### src/rtl/rf_port_sequencer_if.sv
// Bus bundle between the control unit / compute units and the register-file port sequencer.
// The sequencer takes the slave view; the stimulus side takes the master view.
interface rf_port_sequencer_if #(
    parameter int NUM_PU = 2,
    parameter int ADDR_W = 4,
    parameter int WIDTH  = 128,
    parameter int SEL_W  = 3
);
    logic [ADDR_W-1:0]        in_cu_address;
    logic [WIDTH-1:0]         in_cu_data;
    logic [1:0]               in_cu_type;
    logic [1:0]               in_cu_matrix;
    logic                     in_cu_read_en;
    logic                     in_cu_write_en;
    logic                     in_cu_start;
    logic [SEL_W-1:0]         in_cu_pu_sel;
    logic                     in_cu_clear;
    logic [NUM_PU*ADDR_W-1:0] in_pu_address;
    logic [NUM_PU*WIDTH-1:0]  in_pu_data;
    logic [NUM_PU*2-1:0]      in_pu_type;
    logic [NUM_PU*2-1:0]      in_pu_matrix;
    logic [NUM_PU-1:0]        in_pu_read_en;
    logic [NUM_PU-1:0]        in_pu_write_en;
    logic [NUM_PU-1:0]        in_pu_done;
    logic [ADDR_W-1:0]        out_rf_address;
    logic [WIDTH-1:0]         out_rf_data;
    logic [1:0]               out_rf_type;
    logic [1:0]               out_rf_matrix;
    logic                     out_rf_read_en;
    logic                     out_rf_write_en;
    logic                     out_rf_clear;
    logic [NUM_PU-1:0]        out_pu_start;
    logic [NUM_PU-1:0]        out_pu_data_ready;
    logic                     out_pu_done_ack;
    logic [SEL_W:0]           out_owner;
    logic                     out_sel_error;

    modport master (
        output in_cu_address, in_cu_data, in_cu_type, in_cu_matrix, in_cu_read_en,
               in_cu_write_en, in_cu_start, in_cu_pu_sel, in_cu_clear,
               in_pu_address, in_pu_data, in_pu_type, in_pu_matrix, in_pu_read_en,
               in_pu_write_en, in_pu_done,
        input  out_rf_address, out_rf_data, out_rf_type, out_rf_matrix, out_rf_read_en,
               out_rf_write_en, out_rf_clear, out_pu_start, out_pu_data_ready,
               out_pu_done_ack, out_owner, out_sel_error
    );

    modport slave (
        input  in_cu_address, in_cu_data, in_cu_type, in_cu_matrix, in_cu_read_en,
               in_cu_write_en, in_cu_start, in_cu_pu_sel, in_cu_clear,
               in_pu_address, in_pu_data, in_pu_type, in_pu_matrix, in_pu_read_en,
               in_pu_write_en, in_pu_done,
        output out_rf_address, out_rf_data, out_rf_type, out_rf_matrix, out_rf_read_en,
               out_rf_write_en, out_rf_clear, out_pu_start, out_pu_data_ready,
               out_pu_done_ack, out_owner, out_sel_error
    );
endinterface

### src/rtl/rf_port_sequencer.sv
// Register-file port sequencer: hands RF port ownership between the CU and one PU,
// registers RF command fields, tracks reads for data-ready strobes and drains before handback.
module rf_port_sequencer #(
    parameter int NUM_PU = 2,
    parameter int ADDR_W = 4,
    parameter int WIDTH  = 128,
    parameter int RD_LAT = 1,
    parameter int SEL_W  = 3
) (
    input logic              in_clk,
    input logic              in_reset,
    rf_port_sequencer_if.slave bus
);
    typedef enum logic [1:0] {
        S_CU    = 2'd0,
        S_PU    = 2'd1,
        S_DRAIN = 2'd2
    } state_e;

    // Tag layout: [TAG_W-1] valid, [SEL_W] owner-is-PU, [SEL_W-1:0] PU index.
    localparam int TAG_W = SEL_W + 2;

    state_e              state_q;
    logic [ADDR_W-1:0]   rf_address_q, rf_address_d;
    logic [WIDTH-1:0]    rf_data_q, rf_data_d;
    logic [1:0]          rf_type_q, rf_type_d;
    logic [1:0]          rf_matrix_q, rf_matrix_d;
    logic                rf_read_en_q, rf_read_en_d;
    logic                rf_write_en_q, rf_write_en_d;
    logic                rf_clear_q;
    logic                post_reset_q;
    logic [NUM_PU-1:0]   pu_start_q, pu_start_d;
    logic [NUM_PU-1:0]   data_ready_q, data_ready_d;
    logic                done_ack_q;
    logic [SEL_W:0]      owner_q;
    logic                sel_error_q;
    logic [TAG_W-1:0]    tag_q [RD_LAT];

    logic [NUM_PU-1:0]   own_sel_d;
    logic [ADDR_W-1:0]   own_address_d;
    logic [WIDTH-1:0]    own_data_d;
    logic [1:0]          own_type_d;
    logic [1:0]          own_matrix_d;
    logic                own_read_d;
    logic                own_write_d;
    logic                own_done_d;
    logic                sel_ok_d;
    logic                pending_d;
    logic [SEL_W:0]      src_d;

    // Owner field mux, start/data-ready decode and next RF command fields.
    always_comb begin
        own_sel_d     = {NUM_PU{1'b0}};
        pu_start_d    = {NUM_PU{1'b0}};
        data_ready_d  = {NUM_PU{1'b0}};
        own_address_d = {ADDR_W{1'b0}};
        own_data_d    = {WIDTH{1'b0}};
        own_type_d    = 2'b00;
        own_matrix_d  = 2'b00;
        own_read_d    = 1'b0;
        own_write_d   = 1'b0;
        pending_d     = 1'b0;
        for (int i = 0; i < NUM_PU; i++) begin
            own_sel_d[i]    = (owner_q[SEL_W-1:0] == SEL_W'(i));
            pu_start_d[i]   = (bus.in_cu_pu_sel == SEL_W'(i));
            data_ready_d[i] = tag_q[RD_LAT-1][TAG_W-1] & tag_q[RD_LAT-1][SEL_W]
                              & (tag_q[RD_LAT-1][SEL_W-1:0] == SEL_W'(i));
        end
        for (int i = 0; i < NUM_PU; i++) begin
            own_address_d = own_address_d | ({ADDR_W{own_sel_d[i]}} & bus.in_pu_address[i*ADDR_W +: ADDR_W]);
            own_data_d    = own_data_d    | ({WIDTH{own_sel_d[i]}}  & bus.in_pu_data[i*WIDTH +: WIDTH]);
            own_type_d    = own_type_d    | ({2{own_sel_d[i]}}      & bus.in_pu_type[i*2 +: 2]);
            own_matrix_d  = own_matrix_d  | ({2{own_sel_d[i]}}      & bus.in_pu_matrix[i*2 +: 2]);
            own_read_d    = own_read_d    | (own_sel_d[i] & bus.in_pu_read_en[i]);
            own_write_d   = own_write_d   | (own_sel_d[i] & bus.in_pu_write_en[i]);
        end
        for (int i = 0; i < RD_LAT; i++) begin
            pending_d = pending_d | tag_q[i][TAG_W-1];
        end
        own_done_d = |(own_sel_d & bus.in_pu_done);
        sel_ok_d   = (32'(bus.in_cu_pu_sel) < 32'(NUM_PU));
        // CU reads issued in the handoff cycle are tagged as CU reads, not as the new owner's.
        src_d      = (state_q == S_PU) ? owner_q : {(SEL_W+1){1'b0}};

        rf_address_d  = rf_address_q;
        rf_data_d     = rf_data_q;
        rf_type_d     = rf_type_q;
        rf_matrix_d   = rf_matrix_q;
        rf_read_en_d  = 1'b0;
        rf_write_en_d = 1'b0;
        case (state_q)
            S_CU: begin
                rf_address_d  = bus.in_cu_address;
                rf_data_d     = bus.in_cu_data;
                rf_type_d     = bus.in_cu_type;
                rf_matrix_d   = bus.in_cu_matrix;
                rf_read_en_d  = bus.in_cu_read_en;
                rf_write_en_d = bus.in_cu_write_en;
            end
            S_PU: begin
                rf_address_d  = own_address_d;
                rf_data_d     = own_data_d;
                rf_type_d     = own_type_d;
                rf_matrix_d   = own_matrix_d;
                rf_read_en_d  = own_read_d;
                rf_write_en_d = own_write_d;
            end
            default: begin
                rf_read_en_d  = 1'b0;
                rf_write_en_d = 1'b0;
            end
        endcase
    end

    // Ownership FSM, registered outputs and read-tag pipeline.
    always_ff @(posedge in_clk) begin
        if (in_reset) begin
            state_q       <= S_CU;
            rf_address_q  <= {ADDR_W{1'b0}};
            rf_data_q     <= {WIDTH{1'b0}};
            rf_type_q     <= 2'b00;
            rf_matrix_q   <= 2'b00;
            rf_read_en_q  <= 1'b0;
            rf_write_en_q <= 1'b0;
            rf_clear_q    <= 1'b1;
            post_reset_q  <= 1'b1;
            pu_start_q    <= {NUM_PU{1'b0}};
            data_ready_q  <= {NUM_PU{1'b0}};
            done_ack_q    <= 1'b0;
            owner_q       <= {(SEL_W+1){1'b0}};
            sel_error_q   <= 1'b0;
            for (int i = 0; i < RD_LAT; i++) begin
                tag_q[i] <= {TAG_W{1'b0}};
            end
        end else begin
            rf_address_q  <= rf_address_d;
            rf_data_q     <= rf_data_d;
            rf_type_q     <= rf_type_d;
            rf_matrix_q   <= rf_matrix_d;
            rf_read_en_q  <= rf_read_en_d;
            rf_write_en_q <= rf_write_en_d;
            rf_clear_q    <= post_reset_q | (bus.in_cu_clear & (state_q == S_CU));
            post_reset_q  <= 1'b0;
            pu_start_q    <= {NUM_PU{1'b0}};
            done_ack_q    <= 1'b0;
            data_ready_q  <= data_ready_d;
            tag_q[0]      <= {rf_read_en_d, src_d};
            for (int i = 1; i < RD_LAT; i++) begin
                tag_q[i] <= tag_q[i-1];
            end
            case (state_q)
                S_CU: begin
                    if (bus.in_cu_start && sel_ok_d) begin
                        state_q    <= S_PU;
                        owner_q    <= {1'b1, bus.in_cu_pu_sel};
                        pu_start_q <= pu_start_d;
                    end else if (bus.in_cu_start) begin
                        sel_error_q <= 1'b1;
                    end else begin
                        state_q <= S_CU;
                    end
                end
                S_PU: begin
                    if (own_done_d) begin
                        state_q <= S_DRAIN;
                    end else begin
                        state_q <= S_PU;
                    end
                end
                S_DRAIN: begin
                    if (!pending_d) begin
                        state_q    <= S_CU;
                        done_ack_q <= 1'b1;
                        owner_q    <= {(SEL_W+1){1'b0}};
                    end else begin
                        state_q <= S_DRAIN;
                    end
                end
                default: begin
                    state_q <= S_CU;
                    owner_q <= {(SEL_W+1){1'b0}};
                end
            endcase
        end
    end

    assign bus.out_rf_address    = rf_address_q;
    assign bus.out_rf_data       = rf_data_q;
    assign bus.out_rf_type       = rf_type_q;
    assign bus.out_rf_matrix     = rf_matrix_q;
    assign bus.out_rf_read_en    = rf_read_en_q;
    assign bus.out_rf_write_en   = rf_write_en_q;
    assign bus.out_rf_clear      = rf_clear_q;
    assign bus.out_pu_start      = pu_start_q;
    assign bus.out_pu_data_ready = data_ready_q;
    assign bus.out_pu_done_ack   = done_ack_q;
    assign bus.out_owner         = owner_q;
    assign bus.out_sel_error     = sel_error_q;
endmodule
### src/flat_wrapper.sv
// flat-port wrapper written by rule: the top's interface ports become plain ports
module rf_port_sequencer_flat 
#(
    parameter int NUM_PU = 2,
    parameter int ADDR_W = 4,
    parameter int WIDTH  = 128,
    parameter int RD_LAT = 1,
    parameter int SEL_W  = 3
)
  (in_clk, in_reset, bus_in_cu_address, bus_in_cu_data, bus_in_cu_type, bus_in_cu_matrix, bus_in_cu_read_en, bus_in_cu_write_en, bus_in_cu_start, bus_in_cu_pu_sel, bus_in_cu_clear, bus_in_pu_address, bus_in_pu_data, bus_in_pu_type, bus_in_pu_matrix, bus_in_pu_read_en, bus_in_pu_write_en, bus_in_pu_done, bus_out_rf_address, bus_out_rf_data, bus_out_rf_type, bus_out_rf_matrix, bus_out_rf_read_en, bus_out_rf_write_en, bus_out_rf_clear, bus_out_pu_start, bus_out_pu_data_ready, bus_out_pu_done_ack, bus_out_owner, bus_out_sel_error);
  rf_port_sequencer_if #(.NUM_PU(NUM_PU), .ADDR_W(ADDR_W), .WIDTH(WIDTH), .SEL_W(SEL_W)) bus_i ();
  input logic in_clk;
  input logic in_reset;
  input wire logic [$bits(bus_i.in_cu_address)-1:0] bus_in_cu_address;
  input wire logic [$bits(bus_i.in_cu_data)-1:0] bus_in_cu_data;
  input wire logic [$bits(bus_i.in_cu_type)-1:0] bus_in_cu_type;
  input wire logic [$bits(bus_i.in_cu_matrix)-1:0] bus_in_cu_matrix;
  input wire logic [$bits(bus_i.in_cu_read_en)-1:0] bus_in_cu_read_en;
  input wire logic [$bits(bus_i.in_cu_write_en)-1:0] bus_in_cu_write_en;
  input wire logic [$bits(bus_i.in_cu_start)-1:0] bus_in_cu_start;
  input wire logic [$bits(bus_i.in_cu_pu_sel)-1:0] bus_in_cu_pu_sel;
  input wire logic [$bits(bus_i.in_cu_clear)-1:0] bus_in_cu_clear;
  input wire logic [$bits(bus_i.in_pu_address)-1:0] bus_in_pu_address;
  input wire logic [$bits(bus_i.in_pu_data)-1:0] bus_in_pu_data;
  input wire logic [$bits(bus_i.in_pu_type)-1:0] bus_in_pu_type;
  input wire logic [$bits(bus_i.in_pu_matrix)-1:0] bus_in_pu_matrix;
  input wire logic [$bits(bus_i.in_pu_read_en)-1:0] bus_in_pu_read_en;
  input wire logic [$bits(bus_i.in_pu_write_en)-1:0] bus_in_pu_write_en;
  input wire logic [$bits(bus_i.in_pu_done)-1:0] bus_in_pu_done;
  output wire logic [$bits(bus_i.out_rf_address)-1:0] bus_out_rf_address;
  output wire logic [$bits(bus_i.out_rf_data)-1:0] bus_out_rf_data;
  output wire logic [$bits(bus_i.out_rf_type)-1:0] bus_out_rf_type;
  output wire logic [$bits(bus_i.out_rf_matrix)-1:0] bus_out_rf_matrix;
  output wire logic [$bits(bus_i.out_rf_read_en)-1:0] bus_out_rf_read_en;
  output wire logic [$bits(bus_i.out_rf_write_en)-1:0] bus_out_rf_write_en;
  output wire logic [$bits(bus_i.out_rf_clear)-1:0] bus_out_rf_clear;
  output wire logic [$bits(bus_i.out_pu_start)-1:0] bus_out_pu_start;
  output wire logic [$bits(bus_i.out_pu_data_ready)-1:0] bus_out_pu_data_ready;
  output wire logic [$bits(bus_i.out_pu_done_ack)-1:0] bus_out_pu_done_ack;
  output wire logic [$bits(bus_i.out_owner)-1:0] bus_out_owner;
  output wire logic [$bits(bus_i.out_sel_error)-1:0] bus_out_sel_error;
  assign bus_i.in_cu_address = bus_in_cu_address;
  assign bus_i.in_cu_data = bus_in_cu_data;
  assign bus_i.in_cu_type = bus_in_cu_type;
  assign bus_i.in_cu_matrix = bus_in_cu_matrix;
  assign bus_i.in_cu_read_en = bus_in_cu_read_en;
  assign bus_i.in_cu_write_en = bus_in_cu_write_en;
  assign bus_i.in_cu_start = bus_in_cu_start;
  assign bus_i.in_cu_pu_sel = bus_in_cu_pu_sel;
  assign bus_i.in_cu_clear = bus_in_cu_clear;
  assign bus_i.in_pu_address = bus_in_pu_address;
  assign bus_i.in_pu_data = bus_in_pu_data;
  assign bus_i.in_pu_type = bus_in_pu_type;
  assign bus_i.in_pu_matrix = bus_in_pu_matrix;
  assign bus_i.in_pu_read_en = bus_in_pu_read_en;
  assign bus_i.in_pu_write_en = bus_in_pu_write_en;
  assign bus_i.in_pu_done = bus_in_pu_done;
  assign bus_out_rf_address = bus_i.out_rf_address;
  assign bus_out_rf_data = bus_i.out_rf_data;
  assign bus_out_rf_type = bus_i.out_rf_type;
  assign bus_out_rf_matrix = bus_i.out_rf_matrix;
  assign bus_out_rf_read_en = bus_i.out_rf_read_en;
  assign bus_out_rf_write_en = bus_i.out_rf_write_en;
  assign bus_out_rf_clear = bus_i.out_rf_clear;
  assign bus_out_pu_start = bus_i.out_pu_start;
  assign bus_out_pu_data_ready = bus_i.out_pu_data_ready;
  assign bus_out_pu_done_ack = bus_i.out_pu_done_ack;
  assign bus_out_owner = bus_i.out_owner;
  assign bus_out_sel_error = bus_i.out_sel_error;
  rf_port_sequencer #(.NUM_PU(NUM_PU), .ADDR_W(ADDR_W), .WIDTH(WIDTH), .RD_LAT(RD_LAT), .SEL_W(SEL_W)) u_core (.in_clk(in_clk), .in_reset(in_reset), .bus(bus_i));
endmodule
### config.mk
export PLATFORM = sky130hd
export DESIGN_NAME = rf_port_sequencer_flat
export DESIGN_NICKNAME = d
export VERILOG_FILES = /design/src/rtl/rf_port_sequencer_if.sv /design/src/rtl/rf_port_sequencer.sv /design/src/flat_wrapper.sv
export SDC_FILE = /design/constraint.sdc
export NUM_CORES = 1
export LEC_CHECK = 0
export BUFFER_PORTS_ARGS = -buffer_cell sky130_fd_sc_hd__buf_2
export CORE_AREA = 10 10 217 219
export DETAILED_ROUTE_END_ITERATION = 16
export DIE_AREA = 0 0 227 229
export PLACE_DENSITY_LB_ADDON = 0.12
export SLEW_MARGIN = 20
export SYNTH_ARGS = -nofsm -noshare
export SYNTH_HDL_FRONTEND = slang
export SYNTH_SLANG_ARGS = --single-unit
### constraint.sdc
create_clock -name in_clk -period 3.1 [get_ports in_clk]
set_clock_uncertainty 0.05 [all_clocks]
set_input_delay 0.465 -clock in_clk [delete_from_list [all_inputs] [get_ports in_clk]]
set_output_delay 0.465 -clock in_clk [all_outputs]
set_load 0.01 [all_outputs]
# Word-level counts from Yosys, hierarchy flattened
# Memory sizes are Yosys's and may differ from the RTL's.
# Index checks and enable logic that the tools add are counted.
# word_totals
regBits	152
mem_bits_rw	5
inputBits	423
out_inout_bits	149
memories	1
# classes
magnitude_cmp	1
eq_ne	8
mux	21
bitwise_logic	28
n_reduce_logical	12
# memory_table
memory	depth	width	rd	rd_ports_with_merged_regs	write_ports	line	source
u_core.tag_q	1	5	1	0	1	rf_port_sequencer.sv:37	logic [TAG_W-1:0] tag_q [RD_LAT];
# op_table
operator	n
128-bit bitwise AND	2
128-bit case mux with 2 select lines	1
128-bit bitwise OR	1
4-bit 2-to-1 mux	3
4-bit case mux with 3 select lines	1
2-bit bitwise AND	5
3-bit by 1-bit equality test with 1-bit output, second input constant	3
3-bit zero test	3
1-bit bitwise AND	8
4-bit bitwise AND	2
2-bit 2-to-1 mux	4
2-bit case mux with 2 select lines	2
4-bit case mux with 2 select lines	1
2-bit case mux with 3 select lines	1
3-bit AND reduction	2
1-bit 2-to-1 mux	5
5-bit 2-to-1 mux	1
5-bit OR reduction	1
2-bit inequality test, second input constant	2
1-bit inverter	4
2-bit bitwise OR	2
4-bit bitwise OR	1
1-bit case mux with 2 select lines	2
2-bit OR reduction	2
9 further kinds	11

# Depth between registers and ports, before layout
# logic_depth
depth_word	5
depth_mapped	6

# Worst setup path before layout
# Ideal clock, no wire load.
# synth_timing
path_type	flip-flop to flip-flop
from	register u_core.owner_q[0] (netlist: u_core.bus.out_owner[0])
to	register u_core.rf_address_q[0] (netlist: u_core.bus.out_rf_address[0])
t_arrival_ns	1.451
slack_ns	1.467
stages_incl_launch_ff	7
n_path_buf	3
period_less_slack_ns	1.633
path_cell_list	dfxtp_1 buf_2 buf_6 buf_6 mux2_2 a221oi_1 nor3_1
# synth_between
elab_chain_cells	4
# synth_lines
item	line	source
from (decl)	rf_port_sequencer.sv:35	logic [SEL_W:0] owner_q;
from (signal assigned)	rf_port_sequencer.sv:130	owner_q <= {(SEL_W+1){1'b0}};
from (signal assigned)	rf_port_sequencer.sv:155	owner_q <= {1'b1, bus.in_cu_pu_sel};
from (signal assigned)	rf_port_sequencer.sv:174	owner_q <= {(SEL_W+1){1'b0}};
3-bit by 1-bit equality test with 1-bit output / 3-bit zero test (equally long branches)	rf_port_sequencer.sv:64	own_sel_d[i] = (owner_q[SEL_W-1:0] == SEL_W'(i));
4-bit bitwise AND	rf_port_sequencer.sv:70	own_address_d = own_address_d | ({ADDR_W{own_sel_d[i]}} & bus.in_pu_address[i*ADDR_W +: ADDR_W]);
4-bit bitwise OR (*)	rf_port_sequencer.sv:70	
4-bit case mux with 2 select lines (*)	rf_port_sequencer.sv:91	case (state_q)
to (signal assigned)	rf_port_sequencer.sv:119	rf_address_q <= {ADDR_W{1'b0}};
to (signal assigned)	rf_port_sequencer.sv:136	rf_address_q <= rf_address_d;
to (decl)	rf_port_sequencer.sv:24	logic [ADDR_W-1:0] rf_address_q, rf_address_d;
# Every way passes the cells marked *; elsewhere a longest branch is shown, timed or not.
# A chain may end at the register's enable or synchronous reset.

# Worst setup path after layout
# layout_timing
from	register u_core.state_q[0]
to	register u_core.rf_data_q[6] (netlist: u_core.bus.out_rf_data[6])
# layout_between
elab_chain_cells	2
# layout_lines
item	line	source
from (decl)	rf_port_sequencer.sv:23	state_e state_q;
from (signal assigned)	rf_port_sequencer.sv:118	state_q <= S_CU;
from (signal assigned)	rf_port_sequencer.sv:154	state_q <= S_PU;
from (signal assigned)	rf_port_sequencer.sv:160	state_q <= S_CU;
2-bit by 1-bit equality test with 1-bit output / 2-bit zero test (equally long branches)	rf_port_sequencer.sv:91	
128-bit case mux with 2 select lines / 2-bit nonzero test (equally long branches)	--	
to (signal assigned)	rf_port_sequencer.sv:120	rf_data_q <= {WIDTH{1'b0}};
to (signal assigned)	rf_port_sequencer.sv:137	rf_data_q <= rf_data_d;
to (decl)	rf_port_sequencer.sv:25	logic [WIDTH-1:0] rf_data_q, rf_data_d;
# Several ways; a longest one is shown, not always the timed one.

==> impl_metrics.csv <==
group,metric,value,unit
timing,finalHoldViolCount,0,
finish,layout-drive-gt1-share,0.5616,
grt,gr-total-overflow,0,
grt,first_global_vias,9349,
floorplanning,rows,76,
power_and_ir_drop,p_switching,1497,uW
grt,grt_pass1_wl,59160,um
worst_setup_path,cp_max_fo,61,
place,pre_cts_ws,1055,ps
timing,finalCritPeriodShare,0.6574,
timing,setup_viol,0,
finish,area_delta_synth_final,50.18,%
synthesis,synth_cell_types,32,
route,drt-total-wl,40030,um
place,dp_hpwl,31010,um
floorplanning,die_area,51980,um^2
worst_setup_path,crit_path_end,"u_core.bus.out_rf_data[6]",
synthesis,ys_seq_elements,156,
worst_setup_path,critPathLaunchType,"flip-flop",
route,antenna_left,0,
route,routedWlPerCell,20.96,um
clocking,cts_num_sinks,156,
route,drtIter0Drc,342,
timing,slew_headroom,0.3874,
worst_hold_path,hp-class,"input port to flip-flop",
timing,drv_slew,0,
place,dp.cells,1878,
timing,fmax,0.4907,GHz
place,gp_congestion,0.8334,
clocking,post_cts_resized,0,
worst_setup_path,r2r_slack,1060,ps
worst_setup_path,rr_endpoint,"u_core.bus.out_rf_data[6]",
synthesis,synth_area_per_cell,9.284,um^2
synthesis,synth_nets,1264,
timing,post-route-min-period,2038,ps
synthesis,yosysSeqAreaShare,0.4000,
clocking,ctsHoldBuffers,0,
clocking,cts_setup_buffers,0,
finish,stdcell_count,1910,
grt,grt_antenna_before_repair,1,
timing,fin_tns_setup,0,ps
grt,grt_util_all_layers,0.1478,
clocking,clock_path_buffers,2,
clocking,cts_root_buf,"clkbuf_16",
power_and_ir_drop,power_density,476.9,nW/um^2
worst_setup_path,critPathKind,"flip-flop to flip-flop",
worst_setup_path,cp.required,3400,ps
clocking,cts_tree,"done",
place,port_buffers,571,
grt,grt_max_degree,104,
power_and_ir_drop,p_seq_frac,0.397,
floorplanning,die_y,229,um
power_and_ir_drop,p_comb_frac,0.197,
worst_setup_path,startpoint,"u_core.state_q[0]",
route,drcViolationCount,0,
finish,final_common_cell,"buf_2",
route,vias_per_cell,4.457,
route,via_count,8513,
floorplanning,initial_core_util,0.1829,
worst_setup_path,arrival,2340,ps
power_and_ir_drop,swShare,0.2677,
timing,whs,165.5,ps
power_and_ir_drop,internal-power,4095,uW
worst_setup_path,endpoint_kind,"flip-flop",
clocking,cts-htree-levels,4,
finish,n_antenna_cell,0,
clocking,clkSlewWorstSetupHoldPaths,70,ps
worst_setup_path,reg2reg_depth,4,
clocking,insertion_delay,430,ps
outcome,status,"finished clean",
flow_run,maxCapViolations,0,
timing,tightest_slew,918.9,ps
power_and_ir_drop,p_leak,0.005436,uW
synthesis,synth.cell_area,7807,um^2
floorplanning,die_w,227,um
floorplanning,core,42700,um^2
power_and_ir_drop,peakVddDrop,0.2673,mV
timing,setup_ws,1062,ps
power_and_ir_drop,clkPwrFrac,0.406,
route,first_pass_iters,7,
power_and_ir_drop,p_total,5592,uW
finish,nets,1774,
finish,layout_common_cells,"buf_2 (570), dfxtp_1 (154), nor2_1 (142)",
clocking,cts_buffers,17,
timing,rsz0062_at_grt,"false",
synthesis,ys_warn_count,0,
floorplanning,ios,572,
synthesis,syn_inst,841,
worst_setup_path,r2r_start,"u_core.state_q[0]",
[worst min-delay path by stage]
stage	startpoint	cells after the start	slack (ps)	endpoint
2_1_floorplan	u_core.tag_q[0][0]	1	330	u_core.bus.out_pu_data_ready[0]
3_3_place_gp	u_core.tag_q[0][0]	1	340	u_core.bus.out_pu_data_ready[0]
3_5_place_dp	u_core.tag_q[0][0]	1	360	u_core.bus.out_pu_data_ready[0]
4_1_cts	bus_in_cu_pu_sel[0]	2	140	u_core.bus.out_pu_start[0]
5_1_grt	bus_in_cu_pu_sel[0]	2	140	u_core.bus.out_pu_start[0]
6_report	bus_in_cu_pu_sel[0]	2	170	u_core.bus.out_pu_start[0]
[layout make-up]
cell class	instances	area, um^2
inverters	4	20.02
clock inverters	9	131.4
repair buffers	586	3052
multi-input cells	586	4209
clock buffers	23	499.2
fillers	4692	30970
well taps	546	683.2
flip-flops and latches	156	3131
[critical path, cell delays in order, from the launching register on]
cell and delay, ps:
dfxtp_1 540, nor3b_4 310, buf_4 600, a221oi_1 180
nor3_1 200
[per-layer routing]
layer  up-vias  GRT usage  part of all wire
li1       4202          -                 -
met1      3957     0.1692              0.41
met2       334     0.2603              0.50
met3        18    0.04601             0.081
met4         2    0.03749             0.012
met5         -          0           0.00025
[cells in the mapped netlist]
master    count  area share
dfxtp_1     156        0.40
nor2_1      142       0.068
nor3_1      139       0.089
mux2_2      138        0.20
a221oi_1    136        0.15
clkbuf_1     57       0.027
buf_2        25       0.016
buf_6        10       0.014
and3_2        4      0.0038
a21oi_1       3      0.0019
inv_1         3      0.0014
nand2_1       3      0.0014
nor4b_1       3      0.0034
a22oi_1       2      0.0019
buf_1         2     0.00096
o21ai_0       2      0.0013
a221oi_2      1      0.0019
a311o_1       1      0.0013
and2_1        1     0.00080
and2b_2       1      0.0011
and3_1        1     0.00080
buf_4         1     0.00096
clkinv_1      1     0.00048
mux2i_1       1      0.0013
nand4b_1      1      0.0011
nor3b_1       1     0.00096
nor3b_2       1      0.0016
nor4_1        1     0.00080
o41ai_1       1      0.0011
or2_2         1     0.00080
or3_1         1     0.00080
or3b_1        1      0.0011
[registers in the layout (all words and copies together) (netlist names), 2 cells and up]
name,count
u_core.bus.out_rf_data,128
u_core.bus.out_rf_type,2
u_core.bus.out_rf_address,4
u_core.bus.out_pu_data_ready,2
u_core.state_q,2
u_core.tag_q,5
u_core.bus.out_owner,4
u_core.bus.out_rf_matrix,2
u_core.bus.out_pu_start,2
[power groups by stage]
stage / registers [uW] / logic, uW / clock network [uW]
CTS: 2220 / 1130 / 2370
detailed placement: 2260 / 1120 / 0
finish: 2220 / 1100 / 2270
global placement: 2260 / 1130 / 0
global route: 2240 / 1210 / 2430
floorplan: 2330 / 477 / 0
[cell families (layout without fill, tap and decap cells)]
family                 after synthesis  in the layout  synth area share
AOI/OAI and AO/OA                  146            146            0.1620
DFF                                156            156            0.4000
buffers and inverters               99            622           0.06170
and+or+nand+nor                    301            301            0.1760
muxes                              139            139            0.2003
[through the flow]
step                      utilization  area [um^2]
after floorplan                     -         7807
after global placement         0.2598        11090
after detailed placement       0.2598        11090
after CTS                      0.2746        11730
after global routing           0.2746        11730
final                          0.2746        11730
Power figures use the tool's default switching activity.
